==> src/rtl/rec_pkg.sv <==
// Shared type for the vector recorder: the sweep state machine encoding.
package rec_pkg;
    typedef enum logic [1:0] {IDLE, DRIVE, CAPTURE, DONE} state_t;
endpackage

==> src/rtl/vec_ram.sv <==
// Recording table: synchronous write, one-cycle registered read.
// Only the read register is cleared by reset; the array keeps its contents.
module vec_ram #(
    parameter int ADDR_W = 4,
    parameter int DATA_W = 5
) (
    input  logic              clk,
    input  logic              reset,
    input  logic              wr_en,
    input  logic [ADDR_W-1:0] wr_addr,
    input  logic [DATA_W-1:0] wr_data,
    input  logic              rd_en,
    input  logic [ADDR_W-1:0] rd_addr,
    output logic [DATA_W-1:0] rd_data
);
    logic [DATA_W-1:0] mem [2**ADDR_W];

    always_ff @(posedge clk) begin
        if (wr_en) begin
            mem[wr_addr] <= wr_data;
        end
    end

    // rd_data only moves on an accepted read, so a refused read leaves it untouched
    always_ff @(posedge clk) begin
        if (reset) begin
            rd_data <= '0;
        end else if (rd_en) begin
            rd_data <= mem[rd_addr];
        end
    end
endmodule

==> src/rtl/vector_recorder.sv <==
// Exhaustive stimulus sweeper: drives every input pattern to an external DUT,
// waits SETTLE cycles, then records {pattern, response} into a table.
module vector_recorder
    import rec_pkg::*;
#(
    parameter int IN_W   = 4,
    parameter int OUT_W  = 1,
    parameter int SETTLE = 1
) (
    input  logic                  clk,
    input  logic                  reset,
    input  logic                  start,
    output logic [IN_W-1:0]       dut_a,
    input  logic [OUT_W-1:0]      dut_y,
    output logic                  busy,
    output logic                  done,
    output logic [IN_W:0]         count,
    input  logic                  rd_en,
    input  logic [IN_W-1:0]       rd_addr,
    output logic [IN_W+OUT_W-1:0] rd_data,
    output logic                  rd_valid
);
    localparam int SW = (SETTLE > 1) ? $clog2(SETTLE) : 1;
    localparam logic [SW-1:0]   SETTLE_LAST = SW'(SETTLE - 1);
    localparam logic [IN_W-1:0] LAST_IDX    = {IN_W{1'b1}};

    state_t          state;
    logic [IN_W-1:0] idx;
    logic [SW-1:0]   settle;
    logic            wr_en;
    logic            rd_accept;

    // idx is the pattern register itself, so it holds the last pattern after a sweep
    assign dut_a     = idx;
    assign wr_en     = (state == CAPTURE);
    assign rd_accept = rd_en && ((state == IDLE) || (state == DONE));

    always_ff @(posedge clk) begin
        if (reset) begin
            state    <= IDLE;
            idx      <= '0;
            settle   <= '0;
            count    <= '0;
            busy     <= 1'b0;
            done     <= 1'b0;
            rd_valid <= 1'b0;
        end else begin
            rd_valid <= rd_accept;
            done     <= 1'b0;
            case (state)
                IDLE: begin
                    if (start) begin
                        state  <= DRIVE;
                        idx    <= '0;
                        settle <= '0;
                        count  <= '0;
                        busy   <= 1'b1;
                    end
                end
                DRIVE: begin
                    if (settle == SETTLE_LAST) begin
                        state  <= CAPTURE;
                        settle <= '0;
                    end else begin
                        settle <= settle + SW'(1);
                    end
                end
                CAPTURE: begin
                    count <= count + (IN_W+1)'(1);
                    if (idx == LAST_IDX) begin
                        state <= DONE;
                        busy  <= 1'b0;
                        done  <= 1'b1;
                    end else begin
                        idx   <= idx + IN_W'(1);
                        state <= DRIVE;
                    end
                end
                DONE: begin
                    state <= IDLE;
                end
                default: begin
                    state <= IDLE;
                end
            endcase
        end
    end

    vec_ram #(
        .ADDR_W(IN_W),
        .DATA_W(IN_W + OUT_W)
    ) table_ram (
        .clk    (clk),
        .reset  (reset),
        .wr_en  (wr_en),
        .wr_addr(idx),
        .wr_data({idx, dut_y}),
        .rd_en  (rd_accept),
        .rd_addr(rd_addr),
        .rd_data(rd_data)
    );
endmodule

==> config.mk <==
export PLATFORM = sky130hd
export DESIGN_NAME = vector_recorder
export DESIGN_NICKNAME = d
export VERILOG_FILES = /design/src/rtl/rec_pkg.sv /design/src/rtl/vec_ram.sv /design/src/rtl/vector_recorder.sv
export SDC_FILE = /design/constraint.sdc
export NUM_CORES = 1
export LEC_CHECK = 0
export CORE_UTILIZATION = 52
export DETAILED_ROUTE_END_ITERATION = 10
export HOLD_SLACK_MARGIN = 0.08
export PLACE_DENSITY = 0.79
export SYNTH_ARGS = -nofsm -noshare
export SYNTH_HDL_FRONTEND = slang
export SYNTH_SLANG_ARGS = --single-unit
==> constraint.sdc <==
create_clock -name clk -period 1.75 [get_ports clk]
set_input_delay 0.35 -clock clk [delete_from_list [all_inputs] [get_ports clk]]
set_output_delay 0.35 -clock clk [all_outputs]
set_load 0.005 [all_outputs]
# After elaboration in Yosys (flattened, before gate mapping)
# Memory sizes are Yosys's and may differ from the RTL's. A register that Yosys moved wholly into a read port is not among the register bits.
# Cells that the tools add are included.
# totals
output_inout_bits,17
mem_bits_rw,80
reg_bits,15
elab_cells,49
memories,1
inputBits,9
mem_bits_ro,0
latch_bits,0
# mem_list
memory,words,width,rd,rd_clocked_by_memory_dff,write_ports,line_no,rtl
table_ram.mem,16,5,1,1,1,vec_ram.sv:16,logic [DATA_W-1:0] mem [2**ADDR_W];
# op_classes
n_eq_ne,8
magnitude_cmp,0
n_shift,0
bitwise_logic,1
multipliers,0
n_reduce_logical,11
n_div,0
add_sub_neg,3
n_mux,18
# ops
cell,n
$pmux 5 s2,1
$mux 4,2
$ne 2x2->1 const B,4
$pmux 2 s4,1
$pmux 4 s2,1
$mux 1,7
$mux 2,3
$reduce_and 2->1,3
$reduce_and 3->1,2
$add 5x1->5 const B,1
$mux 5,1
$add 4x1->4 const B,1
$eq 2x2->1 const B,2
$eq 4x4->1 const B,1
$pmux 1 s2,2
$reduce_bool 2->1,2
$eq 2x1->1 const B,1
$logic_not 2->1,1
$reduce_or 2->1,1
$add 1x1->1 const B,1
$logic_and 1x1->1,1
$logic_or 1x1->1,1
$not 1->1,1

# Logic depth before layout (Yosys ltp)
# depth
word_depth,3
ltp_mapped,7
depth_no_buf,6

# By module
# A second synthesis with hierarchy kept.
# hier_totals
hier_cells,288
hier_area_um2,4077.7
# modules_own_cells
module,n_inst,cells_each,area_per_inst_um2,seq_area_each_um2
vec_ram,1,213,3388.2,2502.4
vector_recorder,1,75,689.4,280.3

# Worst setup path before layout
# Ideal clock, no wire load.
# synth_timing
path_type,flip-flop to flip-flop
start,reg state[0]
end,"mem table_ram.mem[2][0], enable pin"
required_time_ns,1.376
period_less_slack_ns,1.938
n_path_buf,2
setup_time_ns,0.374
t_arrival_ns,1.565
setup_slack_ns,-0.188
stages_incl_launch_ff,7
cell_sequence,dfxtp_1 inv_1 ha_1 clkbuf_1 clkbuf_1 nand2_1 nor3_1
# synth_between
elab_chain_len,3
# synth_lines
element,line_no,rtl
start: declaration,vector_recorder.sv:27,state_t state;
start signal: assignment,vector_recorder.sv:40,state <= IDLE;
start signal: assignment,vector_recorder.sv:53,state <= DRIVE;
start signal: assignment,vector_recorder.sv:62,state <= CAPTURE;
$eq 2x2->1,vector_recorder.sv:35,assign wr_en = (state == CAPTURE);
$mux 1,vec_ram.sv:19,if (wr_en) begin
$mux 1 (implied by the code),vec_ram.sv:20,mem[wr_addr] <= wr_data;
end: declaration,vec_ram.sv:16,
# Every way passes these cells.

# Worst setup path after layout
# layout_timing
start,"reg idx[1], in the netlist dut_a[1]"
end,out dut_a[1]
# layout_rtl
element,line_no,rtl
start: declaration,vector_recorder.sv:28,logic [IN_W-1:0] idx;
start signal: assignment,vector_recorder.sv:75,idx <= idx + IN_W'(1);
end: declaration,vector_recorder.sv:13,"output logic [IN_W-1:0] dut_a,"
# No word-level cell between the ends.

==> out/results.ini <==
[logic_synthesis]
synth-edff-count=80
yosys_warnings=0
synth_ff_type=edfxtp_1
postSynthAreaPerCell_um2=16.8
yosysSeqAreaShare=0.695
synth-seq-cells=99
synthCells=238
netlist_area_um2=4010
synth.distinct_cells=34
synthesis.nets=255
async_flop_share=0

[worst_setup_path]
r2r-end=table_ram.rd_data[4]
worstPathMaxFanout=5
reg2reg_from=state[0]
start_kind=register
end_kind=output pin
path_class=reg -> out
r2r_cells=8
reg2reg_setup_slack_ns=0.12
cp.arrival_ns=1.35
required_ns=1.40

[sta]
relSlewSlack=0.656
clock.fmax_mhz=589
fin_crit_sh=0.969
fin_worst_skew_ns=0.00739
rsz0062_at_grt=no
slew_violations=0
final.min_clock_period_ns=1.70
setup_viol=0
hold_viol=0
fin_setup_tns_ns=0
fin_hold_ws_ns=0.493
worst_slew_pin_slew_ns=0.515

[cells_and_area]
fin_cells=400
n_antenna_cell=0
final_nets=313
area_delta_synth_final_pct=21.8
drive_gt1_frac=0.243
post-route-cell-area_um2=4880

[die]
initial_core_util=0.547
ioPinCount=26
dieArea_um2=8060
row_count=31
die_w_um=89.8
die_h_um=89.8
core_um2=7330

[clocking]
cts_made_buffers=9
cts-root-buf=clkbuf_8
cts_hold_buf=0
htreeDepth=3
cts_setup_buffers=0
cts.path.max_buffers=2
clk_pin_slew_ns=0.09
cts_tree=yes
cts.sinks=99
clk_latency_ns=0.36

[grt]
antenna_found_initial=0
grt_pass1_wl_um=12000
overflow=0
grtUsageTotal=0.205
first_global_vias=2245
grt_max_degree=18

[placed_design]
dp_cells=384
place.gp.congestion=0.737
place_hpwl_um=5300
io_buffers=25
place_area_um2=4640

[route]
wl_um=7570
drc_errors=0
drt_iter0_drc=148
drt_pass1_iterations=4
vias_per_cell=5.62
wl_per_cell_um=18.9
ant_nets=0
num_vias=2248

[pwr]
ir_drop_mv=0.438
power_density_nw_per_um2=904
p_leak_nw=1.74

[hold_path]
whs_path_depth=2
hold_path_class=reg -> reg
min_from=state[0]
hold_end=state[1]

[job]
cap_viol_max_count=0

[run_status]
outcome=complete, no violations

-- power breakdown --
group | internal, mW | switching [mW]
combinational | 0.214 | 0.192
clock | 0.664 | 0.762
sequential | 2.55 | 0.0255
total | 3.43 | 0.980
-- registers in the layout, indices dropped and copies added (netlist names) --
register and cells:
busy 1, count 5, done 1, dut_a 4, rd_valid 1, state 2, table_ram.mem 80, table_ram.rd_data 5
-- layer usage --
metal,up-vias,wire (µm),global-route usage
li1,1045,-,-
met4,0,205,0.128
met2,75,3790,0.328
met1,1108,3130,0.257
met3,20,448,0.0423
met5,-,0,0
-- cells in the final DEF, fill, tap and decap left out, types with 5 or more instances in the layout --
| cell type | count |
|---|---|
| inv_1 | 7 |
| o21ai_1 | 5 |
| ha_1 | 7 |
| a22oi_1 | 6 |
| mux2_2 | 6 |
| nor2_1 | 20 |
| clkbuf_8 | 9 |
| a21oi_1 | 5 |
| mux2i_1 | 6 |
| o21ai_0 | 6 |
| nand2_1 | 9 |
| edfxtp_1 | 80 |
| clkdlybuf4s50_1 | 24 |
| mux4_2 | 11 |
| dfxtp_1 | 15 |
| buf_4 | 27 |
| mux4_1 | 9 |
-- cell type report --
cell class | instances | area [µm²]
multi-input cells | 122 | 1170
clock buffers | 10 | 128
flip-flops and latches | 99 | 2800
inverters | 7 | 26.3
repair buffers | 57 | 566
clock inverters | 6 | 63.8
well taps | 99 | 124
fillers | 480 | 2450
-- how the worst max path moves through the flow --
stage	start	end	slack, ns	cells after the start
6_report	dut_a[1]	dut_a[1]	0.05	2
5_1_grt	dut_a[1]	dut_a[1]	0.005	2
4_1_cts	dut_a[2]	dut_a[2]	0.01	1
3_5_place_dp	rd_addr[2]	table_ram.rd_data[2]	-0.48	6
3_3_place_gp	rd_addr[2]	table_ram.rd_data[4]	-0.43	6
2_1_floorplan	state[0]	table_ram.mem[14][0]	0.07	6
-- worst max-delay path, stage by stage (launching register included) --
cell and delay [ns]:
dfxtp_4 0.37, buf_4 0.12, clkdlybuf4s50_1 0.49
-- kinds of logic after synthesis --
group,after synthesis,synth area share
DFF,99,0.695
and+or+nand+nor,50,0.0581
muxes,32,0.153
AOI/OAI and AO/OA,29,0.0440
buffers and inverters,17,0.0190
adders and majority gates,8,0.0250
xor gates and xnor gates,3,0.00656
-- per-stage QoR --
stage | power (mW) | setup WS [ns] | util
2_1_floorplan | 2.86 | 0.0692 | -
3_3_place_gp | 3.03 | -0.431 | 0.633
3_5_place_dp | 3.04 | -0.478 | 0.633
4_1_cts | 4.45 | 0.00982 | 0.663
5_1_grt | 4.56 | 0.00467 | 0.665
6_report | 4.41 | 0.0536 | 0.665
-- cells in the mapped netlist (3+ instances only) --
library cell | n | area, µm²
a21oi_1 | 6 | 30.0
a22oi_1 | 6 | 45.0
clkbuf_1 | 6 | 22.5
dfxtp_1 | 19 | 380
edfxtp_1 | 80 | 2400
ha_1 | 8 | 100
inv_1 | 7 | 26.3
mux2_2 | 6 | 67.6
mux2i_1 | 6 | 60.1
mux4_1 | 9 | 236
mux4_2 | 11 | 248
nand2_1 | 9 | 33.8
nand2b_1 | 4 | 25.0
nand4_1 | 3 | 18.8
nor2_1 | 20 | 75.1
nor3_1 | 6 | 30.0
o21ai_0 | 6 | 30.0
o21ai_1 | 5 | 25.0
xor2_1 | 3 | 26.3
-- repair_timing --
item / 4_1_cts / 5_1_grt
setup endpoints to repair: 9 / 25
gates resized for setup: 6 / 6
hold endpoints to repair: 0 / 0
cloned: 1 / 0
(Power assumes the default switching activity.)
